`src/rtl/l3_pkg.sv`:
```
// Shared definitions for the shared last-level cache slice:
// FSM state encoding, counter width and a constant log2 helper.
package l3_pkg;

  localparam int CNT_W = 16;

  typedef enum logic [2:0] {
    S_IDLE,
    S_LOOKUP,
    S_MEM_REQ,
    S_MEM_WAIT,
    S_RESP
  } state_t;

  // Ceiling log2, usable in constant expressions.
  function automatic int clog2(input int v);
    int r;
    r = 0;
    for (int k = 0; k < 32; k++) begin
      if ((1 << r) < v) r++;
    end
    return r;
  endfunction

endpackage

```
`src/rtl/shared_l3_rr_arb.sv`:
```
// Round-robin arbiter: grants the first requester at or above the
// pointer (wrapping), and moves the pointer past it on advance.
// Ports:
//   clk, rst_n   clock, synchronous active-low reset
//   req          per-requester request lines
//   advance      commit the current grant (pointer update)
//   grant        one-hot grant, combinational from req/pointer
//   grant_idx    binary index of the granted requester
module rr_arbiter
  import l3_pkg::*;
#(
  parameter int N = 6,
  localparam int IW = (N > 1) ? clog2(N) : 1
) (
  input  logic          clk,
  input  logic          rst_n,
  input  logic [N-1:0]  req,
  input  logic          advance,
  output logic [N-1:0]  grant,
  output logic [IW-1:0] grant_idx
);

  logic [IW-1:0] ptr;
  logic          found;
  int            cand;

  always_comb begin
    grant     = '0;
    grant_idx = '0;
    found     = 1'b0;
    cand      = 0;
    for (int k = 0; k < N; k++) begin
      cand = int'(ptr) + k;
      if (cand >= N) cand = cand - N;
      if (!found && req[cand]) begin
        found       = 1'b1;
        grant[cand] = 1'b1;
        grant_idx   = IW'(cand);
      end
    end
  end

  always_ff @(posedge clk) begin
    if (!rst_n) begin
      ptr <= '0;
    end else if (advance && found) begin
      if (grant_idx == IW'(N - 1)) ptr <= '0;
      else ptr <= grant_idx + IW'(1);
    end
  end

endmodule

```
`src/rtl/shared_l3_rr.sv`:
```
// Shared direct-mapped write-through LLC slice, round-robin arbitrated.
// Ports:
//   clk, rst_n                  clock, synchronous active-low reset
//   req_valid/we/addr/wdata     packed per-core request channel
//   req_ready                   one-hot grant pulse
//   resp_valid, resp_rdata      one-hot completion pulse and read data
//   mem_req_*                   valid/ready request to memory controller
//   mem_resp_valid/rdata        read data returning from memory
//   hit_count, miss_count       saturating hit / read-miss counters
module shared_l3_rr
  import l3_pkg::*;
#(
  parameter int N_CORES = 6,
  parameter int ADDR_W  = 8,
  parameter int DATA_W  = 8,
  parameter int LINES   = 16
) (
  input  logic                      clk,
  input  logic                      rst_n,
  input  logic [N_CORES-1:0]        req_valid,
  input  logic [N_CORES-1:0]        req_we,
  input  logic [N_CORES*ADDR_W-1:0] req_addr,
  input  logic [N_CORES*DATA_W-1:0] req_wdata,
  output logic [N_CORES-1:0]        req_ready,
  output logic [N_CORES-1:0]        resp_valid,
  output logic [DATA_W-1:0]         resp_rdata,
  output logic                      mem_req_valid,
  output logic                      mem_req_we,
  output logic [ADDR_W-1:0]         mem_req_addr,
  output logic [DATA_W-1:0]         mem_req_wdata,
  input  logic                      mem_req_ready,
  input  logic                      mem_resp_valid,
  input  logic [DATA_W-1:0]         mem_resp_rdata,
  output logic [CNT_W-1:0]          hit_count,
  output logic [CNT_W-1:0]          miss_count
);

  localparam int IDX_W = clog2(LINES);
  localparam int TAG_W = ADDR_W - IDX_W;
  localparam int CI_W  = (N_CORES > 1) ? clog2(N_CORES) : 1;

  state_t state;
  state_t next_state;

  logic [N_CORES-1:0] arb_grant;
  logic [CI_W-1:0]    arb_idx;
  logic               take;

  logic [CI_W-1:0]    core_q;
  logic               we_q;
  logic [ADDR_W-1:0]  addr_q;
  logic [DATA_W-1:0]  wdata_q;
  logic [DATA_W-1:0]  rdata_q;

  logic [LINES-1:0]   valid_q;
  logic [TAG_W-1:0]   tag_mem  [LINES];
  logic [DATA_W-1:0]  data_mem [LINES];

  logic [IDX_W-1:0]   idx;
  logic [TAG_W-1:0]   tag;
  logic               hit;

  assign idx = addr_q[IDX_W-1:0];
  assign tag = addr_q[ADDR_W-1:IDX_W];
  assign hit = valid_q[idx] && (tag_mem[idx] == tag);

  // A grant is only committed while idle and out of reset.
  assign take = rst_n && (state == S_IDLE) && (|req_valid);

  rr_arbiter #(.N(N_CORES)) u_arb (
    .clk       (clk),
    .rst_n     (rst_n),
    .req       (req_valid),
    .advance   (take),
    .grant     (arb_grant),
    .grant_idx (arb_idx)
  );

  // State register
  always_ff @(posedge clk) begin
    if (!rst_n) state <= S_IDLE;
    else state <= next_state;
  end

  // Next-state logic
  always_comb begin
    next_state = state;
    unique case (state)
      S_IDLE: begin
        if (|req_valid) next_state = S_LOOKUP;
      end
      S_LOOKUP: begin
        if (!we_q && hit) next_state = S_RESP;
        else next_state = S_MEM_REQ;
      end
      S_MEM_REQ: begin
        if (mem_req_ready) begin
          if (we_q) next_state = S_RESP;
          else next_state = S_MEM_WAIT;
        end
      end
      S_MEM_WAIT: begin
        if (mem_resp_valid) next_state = S_RESP;
      end
      S_RESP: begin
        next_state = S_IDLE;
      end
      default: next_state = S_IDLE;
    endcase
  end

  // Outputs; everything is forced quiet while reset is asserted.
  always_comb begin
    req_ready     = '0;
    resp_valid    = '0;
    resp_rdata    = '0;
    mem_req_valid = 1'b0;
    mem_req_we    = 1'b0;
    mem_req_addr  = '0;
    mem_req_wdata = '0;
    if (rst_n) begin
      unique case (state)
        S_IDLE: begin
          req_ready = arb_grant;
        end
        S_MEM_REQ: begin
          mem_req_valid = 1'b1;
          mem_req_we    = we_q;
          mem_req_addr  = addr_q;
          mem_req_wdata = wdata_q;
        end
        S_RESP: begin
          resp_valid = N_CORES'(1) << core_q;
          resp_rdata = rdata_q;
        end
        default: begin
        end
      endcase
    end
  end

  // Request latch, valid bits, response data and counters.
  always_ff @(posedge clk) begin
    if (!rst_n) begin
      core_q     <= '0;
      we_q       <= 1'b0;
      addr_q     <= '0;
      wdata_q    <= '0;
      rdata_q    <= '0;
      valid_q    <= '0;
      hit_count  <= '0;
      miss_count <= '0;
    end else begin
      unique case (state)
        S_IDLE: begin
          if (take) begin
            core_q  <= arb_idx;
            we_q    <= req_we[arb_idx];
            addr_q  <= req_addr[arb_idx*ADDR_W +: ADDR_W];
            wdata_q <= req_wdata[arb_idx*DATA_W +: DATA_W];
          end
        end
        S_LOOKUP: begin
          if (hit) begin
            if (hit_count != '1) hit_count <= hit_count + CNT_W'(1);
            if (!we_q) rdata_q <= data_mem[idx];
          end else if (!we_q) begin
            if (miss_count != '1) miss_count <= miss_count + CNT_W'(1);
          end
        end
        S_MEM_REQ: begin
          if (mem_req_ready && we_q) rdata_q <= '0;
        end
        S_MEM_WAIT: begin
          if (mem_resp_valid) begin
            valid_q[idx] <= 1'b1;
            rdata_q      <= mem_resp_rdata;
          end
        end
        default: begin
        end
      endcase
    end
  end

  // Tag/data arrays carry no reset; the valid bits guard them.
  always_ff @(posedge clk) begin
    if (rst_n && (state == S_LOOKUP) && we_q && hit) begin
      data_mem[idx] <= wdata_q;
    end
    if (rst_n && (state == S_MEM_WAIT) && mem_resp_valid) begin
      data_mem[idx] <= mem_resp_rdata;
      tag_mem[idx]  <= tag;
    end
  end

endmodule

```
`config.mk`:
```
export PLATFORM = sky130hd
export DESIGN_NAME = shared_l3_rr
export DESIGN_NICKNAME = d
export VERILOG_FILES = /design/src/rtl/l3_pkg.sv /design/src/rtl/shared_l3_rr_arb.sv /design/src/rtl/shared_l3_rr.sv
export SDC_FILE = /design/constraint.sdc
export NUM_CORES = 1
export LEC_CHECK = 0
export ABC_CLOCK_PERIOD_IN_PS = 14600
export CORE_MARGIN = 3
export CORE_UTILIZATION = 30
export CTS_CLUSTER_DIAMETER = 60
export DETAILED_ROUTE_END_ITERATION = 6
export HOLD_SLACK_MARGIN = 0.15
export SYNTH_ARGS = -nofsm -noshare
export SYNTH_HDL_FRONTEND = slang
export SYNTH_SLANG_ARGS = --single-unit
```
`constraint.sdc`:
```
create_clock -name clk -period 14.6 [get_ports clk]
set_input_delay 2.92 -clock clk [delete_from_list [all_inputs] [get_ports clk]]
set_output_delay 2.92 -clock clk [all_outputs]
set_load 0.05 [all_outputs]
```
# After elaboration in Yosys (flattened, before gate mapping)
# Memories as Yosys holds them, arrays and structs flattened. A register that Yosys moved wholly into a read port is not among the register bits.
# Cells that the tools add are included.
# op_classes
addsub,14
n_lt_le_gt_ge,21
n_eq_ne,14
shift,3
mux,95
bitwise_logic,9
reduce_logical,38
# ops
operator,n
"greater-or-equal comparator 32 x 1 -> 1 bit, second input constant",6
"less-than comparator 32 x 5 -> 1 bit, second input constant",6
two-way mux 32 bit,6
"greater-or-equal comparator 32 x 4 -> 1 bit, second input constant",5
"subtractor 32 x 4 -> 32 bit, second input constant",5
variable part select 48 x 7 -> 8 bit,2
two-way mux 8 bit,11
two-way mux 6 bit,10
two-way mux 3 bit,12
two-way mux 1 bit,35
"adder 16 x 1 -> 16 bit, second input constant",2
"!= test 16 bit, second input constant",2
bitwise OR 6 bit,5
one-hot mux 8 bit (3 select lines),1
logical AND 1 bit,23
binary-select mux 1 bit (select 3 bit),7
demux 1 bit (select 3 bit),6
two-way mux 4 bit,4
bitwise OR 16 bit,1
one-hot mux 3 bit (4 select lines),1
"!= test 2 bit, second input constant",5
"adder 3 x 2 -> 4 bit, second input constant",2
"adder 3 x 3 -> 4 bit, second input constant",2
"equality test 3 x 2 -> 1 bit, second input constant",2
24 further kinds,33
# totals
ff_bits,82
mem_bits_rw,192
input_bits,120
output_inout_bits,70
word_cells,206
mem_count,2
# memory_table
memory,depth,word_bits,read_ports,rd_clocked_by_memory_dff,write_ports,line_no,source
data_mem,16,8,1,1,1,shared_l3_rr.sv:57,logic [DATA_W-1:0] data_mem [LINES];
tag_mem,16,4,1,1,1,shared_l3_rr.sv:56,logic [TAG_W-1:0] tag_mem [LINES];

# Longest topological paths before layout
# depth
depth_word,24
ltp_mapped,18
mapped_depth_nobuf,15

# Modules after synthesis
# Synthesis repeated with hierarchy kept, for this count alone.
# hier_totals
cells_unflattened,1112
area_unflattened_um2,13969.6
# modules_own_cells
module,n_inst,cells_per_inst,area_each_um2,seq_area_each_um2
shared_l3_rr,1,888,12341.8,7427.1
rr_arbiter,1,224,1627.8,60.1

# Least setup slack after synthesis
# Ideal clock, no wire load.
# synth_path
kind,input to output
start,in req_valid[2]
end,out req_ready[4]
arrival_ns,5.829
required_time_ns,11.680
path_slack_ns,5.851
path_stages,9
path_buffers,0
cell_sequence,mux4_2 -> nand3_1 -> o211a_1 -> and3_1 -> nand3_1 -> nor2_1 -> nand2_1 -> o311a_1 -> a211oi_1
# synth_between
elab_chain_cells,21
elab_cells_between_ends,46
classes_between,31 x mux; 5 x bitwise; 10 x reduce/logical
# synth_rtl
element,line_no,source
"start, declared",shared_l3_rr.sv:20,"input logic [N_CORES-1:0] req_valid,"
binary-select mux 1 bit (select 3 bit),shared_l3_rr_arb.sv:35,if (!found && req[cand]) begin
two-way mux 1 bit (not written as such) (2 in a row),shared_l3_rr_arb.sv:35,
two-way mux 1 bit,shared_l3_rr_arb.sv:35,
zero test 1 bit,shared_l3_rr_arb.sv:35,
logical AND 1 bit,shared_l3_rr_arb.sv:35,
two-way mux 1 bit,shared_l3_rr_arb.sv:35,
zero test 1 bit,shared_l3_rr_arb.sv:35,
logical AND 1 bit,shared_l3_rr_arb.sv:35,
[4 not listed],n/a,
zero test 1 bit,shared_l3_rr_arb.sv:35,
logical AND 1 bit,shared_l3_rr_arb.sv:35,
two-way mux 1 bit,shared_l3_rr_arb.sv:35,
zero test 1 bit,shared_l3_rr_arb.sv:35,
logical AND 1 bit,shared_l3_rr_arb.sv:35,
two-way mux 6 bit *,shared_l3_rr_arb.sv:35,
two-way mux 6 bit *,shared_l3_rr.sv:122,unique case (state)
two-way mux 6 bit *,shared_l3_rr.sv:121,if (rst_n) begin
"end, declared",shared_l3_rr.sv:24,"output logic [N_CORES-1:0] req_ready,"
# Every way passes the cells marked *; elsewhere a longest branch is shown, timed or not. The select of a mux whose other input is x is not followed.

# Final worst setup path
# layout_path
start,in req_valid[3]
end,out req_ready[4]
# Same word-level chain as after synthesis.

==> summary.md <==
| Metric | Value |
|---|---|
| DR WL/cell | `20.29 um` |
| Crit Path Category | `in -> out` |
| Max stage delay on crit path | `0.85 ns` |
| Lkg Pwr | `0.005943 uW` |
| Fin crit period | `9.739 ns` |
| Placed instance count | `1836` |
| Capturing point of the worst reg2reg path | `wdata_q[2]$_SDFFE_PN0P_` |
| Setup Buffers After CTS | `0` |
| Pwr Density | `180.4 nW/um^2` |
| CTS tree | `yes` |
| Critical path fanouts, max | `6` |
| Rel. slew slack | `23.11%` |
| Average size of a mapped cell | `12.46 sq um` |
| Reg2Reg Setup Slack | `8.62 ns` |
| Multi-input logic area | `5853 sq um` |
| Setup TNS Final | `0 ns` |
| Worst-path clk slew | `0.06 ns` |
| Total CTS buffers | `29` |
| Top_reg_cell synth | `edfxtp_1` |
| Worst-Margin Slew | `1.146 ns` |
| Die height | `219.5 um` |
| Overall Power | `3097 uW` |
| Final core occ | `38.49%` |
| Die width | `219.5 um` |
| Vias in the first global route | `9780` |
| Port Buffer Count | `189` |
| Clock sinks | `278` |
| Buffers and inverters on the worst path | `2` |
| Clock Skew | `0.02947 ns` |
| Placed cell area | `16200 sq um` |
| Global-route wire length before repair | `58550 um` |
| Clock root buffer | `clkbuf_16` |
| Final Wtd Congestion | `0.9296` |
| Crit path launch | `req_valid[3]` |
| Final-report hold violation count | `0` |
| Final WL | `38390 um` |
| Commonest non-fill, non-tap cell in the layout | `edfxtp_1` |
| Post-DR vias/cell | `5.221` |
| RSZ-0062 raised after global routing | `false` |
| Unique masters post-synth | `69` |
| Fin cells | `1892` |
| Worst skew pair latency | `0.55 ns` |
| Mapped cell area | `13680 sq um` |
| Crit path depth | `11` |
| Post-synth EDFFs | `192` |
| GRT Total Usage | `15.73%` |
| Die area | `48200 sq um` |
| Largest net degree at the start of global routing | `49` |
| Routed via count | `9878` |
| Ys async rst share | `0%` |
| Sequential share of the synthesized area | `54.73%` |
| CTS max path bufs | `3` |
| Largest delay share family, worst path | `buffers and inverters` |
| DRT iter0 DRCs | `830` |
| Antenna-violating nets left | `0` |
| Grt ovf | `0` |
| H-tree depth | `1` |
| Area Overhead vs Synth | `25.51%` |
| IO Pins | `190` |
| Final setup fails | `0` |
| Max VDD drop | `0.09274 mV` |
| Post-Syn Instances | `1098` |
| Crit path capture | `req_ready[4]` |
| Cell Rows | `77` |
| Maxcap violations | `0` |
| Initial Util | `30.67%` |
| # nets final | `1416` |
| Resized cells post-CTS | `0` |
| Register Area | `7491 sq um` |
| TritonRoute pass-1 iters | `5` |
| Core area | `44610 sq um` |
| Hpwl dp | `28210 um` |
| Max stage delay cell, worst path | `clkdlybuf4s50_1` |
| Req. time, crit path | `11.68 ns` |
| Share of layout cells above drive strength 1 | `13.33%` |
| Commonest non-fill, non-tap cells in the layout | `192 x edfxtp_1, 189 x clkdlybuf4s50_1, 115 x nand2_1` |
| Fmax | `102.7 MHz` |
| Number of hold buffers added after cts | `0` |
| Number of synthesized register bits | `278` |
| Critical path capture point type | `primary output` |
| HP Class | `reg -> reg` |
| CP Data Arrival Time | `6.82 ns` |
| Crit share post-route | `66.71%` |
| Syn Nets | `1239` |
| Reg2reg start | `u_arb.ptr[0]$_SDFFE_PN0P_` |
| Number of antenna violations at the first check in global routing | `3` |
| Startpoint types | `input port` |
| CP Cell Sequence | `clkdlybuf4s50_1 -> mux2i_1 -> mux2i_1 -> a21oi_1 -> and3_1 -> nand3_1 -> nor2_1 -> nand2_1 -> o311a_1 -> a211oi_1 -> clkdlybuf4s50_1` |
| Max Transition Viols Final | `0` |
| Synth Warn # | `0` |
| Final instance area | `17170 sq um` |
| Status | `completed` |
| Critical hold path startpoint | `valid_q[2]$_SDFFE_PN0P_` |
| Layout filler cell count | `4243` |
| DR DRC count | `0` |
| Worst-case reg-to-reg path depth | `14` |
==> cell families after synthesis <==
kind of cell             Yosys count  synth area share, %
AND/OR/NAND/NOR                  383                13.28
flip-flops                       278                54.73
AO/OA/AOI/OAI                    181                9.394
multiplexers                     120                16.07
buffers and inverters             84                2.616
XOR/XNOR                          31                1.985
adder cells (fa/ha/maj)           21                1.921
==> power by group <==
part | switching, uW | internal, uW
logic | 782 | 558
registers | 80.5 | 930
clock network | 308 | 439
==> cell type report <==
class / count / share of cell area (%)
Clock buffer: 36 / 4.380
Timing Repair Buffer: 207 / 11.81
Sequential cell: 278 / 43.63
Inverter: 23 / 0.5028
Antenna cell: 2 / 0.02915
Clock inverter: 18 / 1.246
Tap cell: 592 / 4.314
Multi-Input combinational cell: 736 / 34.09
==> cell usage after synthesis, drive strengths merged, types with 9 or more instances <==
master	instances	area, sq um
o31a	9	78.83
nor3	37	190.2
buf	22	123.9
a31oi	9	56.30
dfxtp	86	1722
a21oi	37	188.9
nand2	115	431.7
nor4	12	90.09
clkbuf	39	147.6
nor2	99	371.6
xor2	13	113.9
nand4	11	68.82
mux2i	34	340.3
o31ai	9	67.56
and3	13	81.33
nand2b	11	68.82
ha	21	262.8
o21ai	28	140.1
inv	21	78.83
a21o	27	202.7
nand3	26	130.1
xnor2	18	157.7
mux4	79	1779
edfxtp	192	5766
and2	34	212.7
==> per-stage QoR <==
stage,hold WS [ns],setup slack (ns)
final,0.4495,4.861
after global routing,0.4649,4.570
after CTS,0.4532,4.934
after detailed placement,0.4349,4.939
after global placement,0.4298,5.008
after floorplan,0.4211,5.851
==> state kept, by name (all words and copies together), names as in the netlist, named ones only <==
signal and flops:
addr_q 8, core_q 3, data_mem 128, hit_count 16, miss_count 16, rdata_q 8, state 3, tag_mem 64
u_arb.ptr 3, valid_q 16, wdata_q 8, we_q 1
==> layer usage <==
metal	vias to the layer above	GRT usage (%)	part of all wire (%)
met5	-	0	0
met4	0	3.500	1.6
met3	36	2.565	7.3
met2	377	25.63	47
met1	4931	22.12	44
li1	4534	-	-
==> worst min-delay path by stage <==
stage,to,slack (ns),cells after the start
finish,valid_q[2]$_SDFFE_PN0P_,0.45,1
global route,valid_q[6]$_SDFFE_PN0P_,0.46,1
CTS,valid_q[11]$_SDFFE_PN0P_,0.45,1
detailed placement,valid_q[12]$_SDFFE_PN0P_,0.43,1
global placement,valid_q[5]$_SDFFE_PN0P_,0.43,1
floorplan,valid_q[10]$_SDFFE_PN0P_,0.42,1
(Power assumes the default switching activity.)
==> RTL change (same settings) <==
The 5 states of `state_t` get a one-hot encoding in 5 bits.
--- a/src/rtl/l3_pkg.sv
+++ b/src/rtl/l3_pkg.sv
@@ -6,8 +6,8 @@
 
-  typedef enum logic [2:0] {
-    S_IDLE,
-    S_LOOKUP,
-    S_MEM_REQ,
-    S_MEM_WAIT,
-    S_RESP
+  typedef enum logic [4:0] {
+    S_IDLE     = 5'b00001,
+    S_LOOKUP   = 5'b00010,
+    S_MEM_REQ  = 5'b00100,
+    S_MEM_WAIT = 5'b01000,
+    S_RESP     = 5'b10000
   } state_t;
Behaviour: no difference found for any inputs over 4 cycles, from zero or initial values and one cycle with rst_n low; so few cycles prove little.
==> RTL change against the original RTL <==
Setup slack got worse by 0.25 ns; power rose by 11%; synthesized area rose by 2.7%; combinational power rose by 17%; via count rose by 5.7%; wire length rose by 7.6%; sequential cell count rose by 2; final area rose by 3.2%.
==> RTL change: results (changes against the original RTL) <==
stage;metric;value;unit;change
place;dpl cells;1923;;+4.7%
timing;clk_skew;0.0214;ns;-0.00807 ns
clock_network;Reg clk slew, reported paths;0.06;ns;about the same
synth;register area share after synthesis;0.536;;-0.0113
synth;post-synthesis cell type count;74;;+7.2%
place;RD Place Congestion;0.842;;-9.4%
synth;Mapped Nets;1323;;+6.8%
synth;top post-synthesis cells by area;edfxtp_1 (41%), dfxtp_1 (13%), mux4_2 (9.6%), o21ai_0 (3.0%), mux2i_1 (2.6%);;
clock_network;Clock Path Buffers;3;;unchanged
timing;worst hold slack;0.448;ns;-0.00191 ns
hold_path;hold_sp;valid_q[10]$_SDFFE_PN0P_;;
setup_path;r2r endpoint;wdata_q[6]$_SDFFE_PN0P_;;
place;post-detail-place hpwl;30200;µm;+7.2%
drt;TritonRoute pass-1 iters;6;;+1
finish;Non-Filler Instances;1991;;+5.2%
power;Max VDD drop;152;µV;+64%
hold_path;Hold Crit Endpoint;valid_q[10]$_SDFFE_PN0P_;;
clock_network;total CTS buffers;35;;+21%
finish;Final Net Count;1501;;+6.0%
clock_network;CTS root buf;clkbuf_16;;
grt;global-route wire length before repair;63700;µm;+8.8%
drt;initial drt markers;912;;+9.9%
timing;Slew HR;0.165;;-0.0664
grt;vias in the first global route;10416;;+6.5%
place;DP Worst Slack;4.69;ns;-0.245 ns
place;dpl cell area;16600;µm²;+2.3%
drt;drt wl/cell;20.8;µm;+2.3%
grt;largest net degree at the start of global routing;52;;+6.1%
setup_path;peak fanout along the critical path;5;;-1
drt;drt via density;5.24;;+0.44%
finish;layout cells sized above 1;0.120;;-0.0129
grt;gr usage total;0.165;;+0.00723
finish;Filler cells;4355;;+2.6%
synth;top cells by count, synth;edfxtp_1 (192), nand2_1 (96), dfxtp_1 (88), nor2_1 (87), o21ai_0 (85);;
synth;Post-Syn Area per Cell;11.9;µm²;-4.6%
status;status;finished, final reports clean;;
[RTL change: cell count changes in the layout (fill, tap and decap cells not counted), moves of 15 or more]
| cell | delta |
|---|---|
| o21ai_0 | +59 |
| and3_1 | +16 |
| a21boi_0 | +20 |
| a32o_1 | +17 |
| o22ai_1 | +15 |
| a21oi_1 | +18 |
| mux4_2 | -19 |
| nand2_1 | -19 |
| o2bb2ai_1 | +18 |
| nor3_1 | -20 |
[RTL change: critical path, cell delays in order]
cell and delay (ns):
clkdlybuf4s50_1 0.43, mux2i_1 0.39, mux2i_1 0.20, a21oi_1 0.36, nand4_1 0.29, nor4_1 0.76
o211a_1 0.35, a221o_1 0.22, nor2_1 0.05, a211oi_1 0.24, clkdlybuf4s50_1 0.84
[RTL change: power by group through the flow]
stage	logic [mW]	registers [mW]	clock network [mW]
finish	1.57	1.02	0.836
global route	1.72	1.03	0.886
CTS	1.57	1.02	0.852
detailed placement	1.56	1.04	0
global placement	1.55	1.03	0
floorplan	1.09	1.00	0
[RTL change: cell families (layout without fill, tap and decap cells)]
| kind of cell | count (synthesis) | after routing | share of synthesized area |
|---|---|---|---|
| AOI/OAI and AO/OA | 296 | 296 | 0.140 |
| buffers and inverters | 91 | 296 | 0.0257 |
| xor gates and xnor gates | 30 | 30 | 0.0192 |
| other | 0 | 4 | 0 |
| muxes | 111 | 111 | 0.136 |
| DFF | 280 | 280 | 0.536 |
| and+or+nand+nor | 353 | 353 | 0.124 |
| adders and majority gates | 21 | 21 | 0.0187 |
[RTL change: per-layer routing]
layer | part of all wire | wire length, µm | track usage | up-vias
met5 | 0 | 0 | 0 | -
met4 | 0.020 | 816 | 0.0449 | 0
met2 | 0.47 | 19500 | 0.265 | 355
li1 | - | - | - | 4893
met1 | 0.44 | 18300 | 0.228 | 5137
met3 | 0.064 | 2630 | 0.0308 | 56
[RTL change: worst max path at each step]
| stage | start | to | slack [ns] | cells after the start |
|---|---|---|---|---|
| after floorplan | req_valid[5] | req_ready[4] | 5.69 | 9 |
| after global placement | req_valid[5] | req_ready[4] | 4.70 | 11 |
| after detailed placement | req_valid[5] | req_ready[3] | 4.69 | 12 |
| after CTS | req_valid[5] | req_ready[3] | 4.68 | 12 |
| after global routing | req_valid[5] | req_ready[4] | 4.35 | 11 |
| final | req_valid[5] | req_ready[4] | 4.61 | 11 |
[RTL change: area by class of cell]
type | instances | area (µm²) | share of cell area
antenna | 4 | 10.0 | 0.000565
clock buffer | 42 | 912 | 0.0515
clock inverter | 22 | 226 | 0.0128
inverter | 23 | 86.3 | 0.00487
multi-input combinational | 811 | 6170 | 0.348
sequential | 280 | 7530 | 0.425
tap | 600 | 751 | 0.0424
timing repair buffer | 209 | 2040 | 0.115
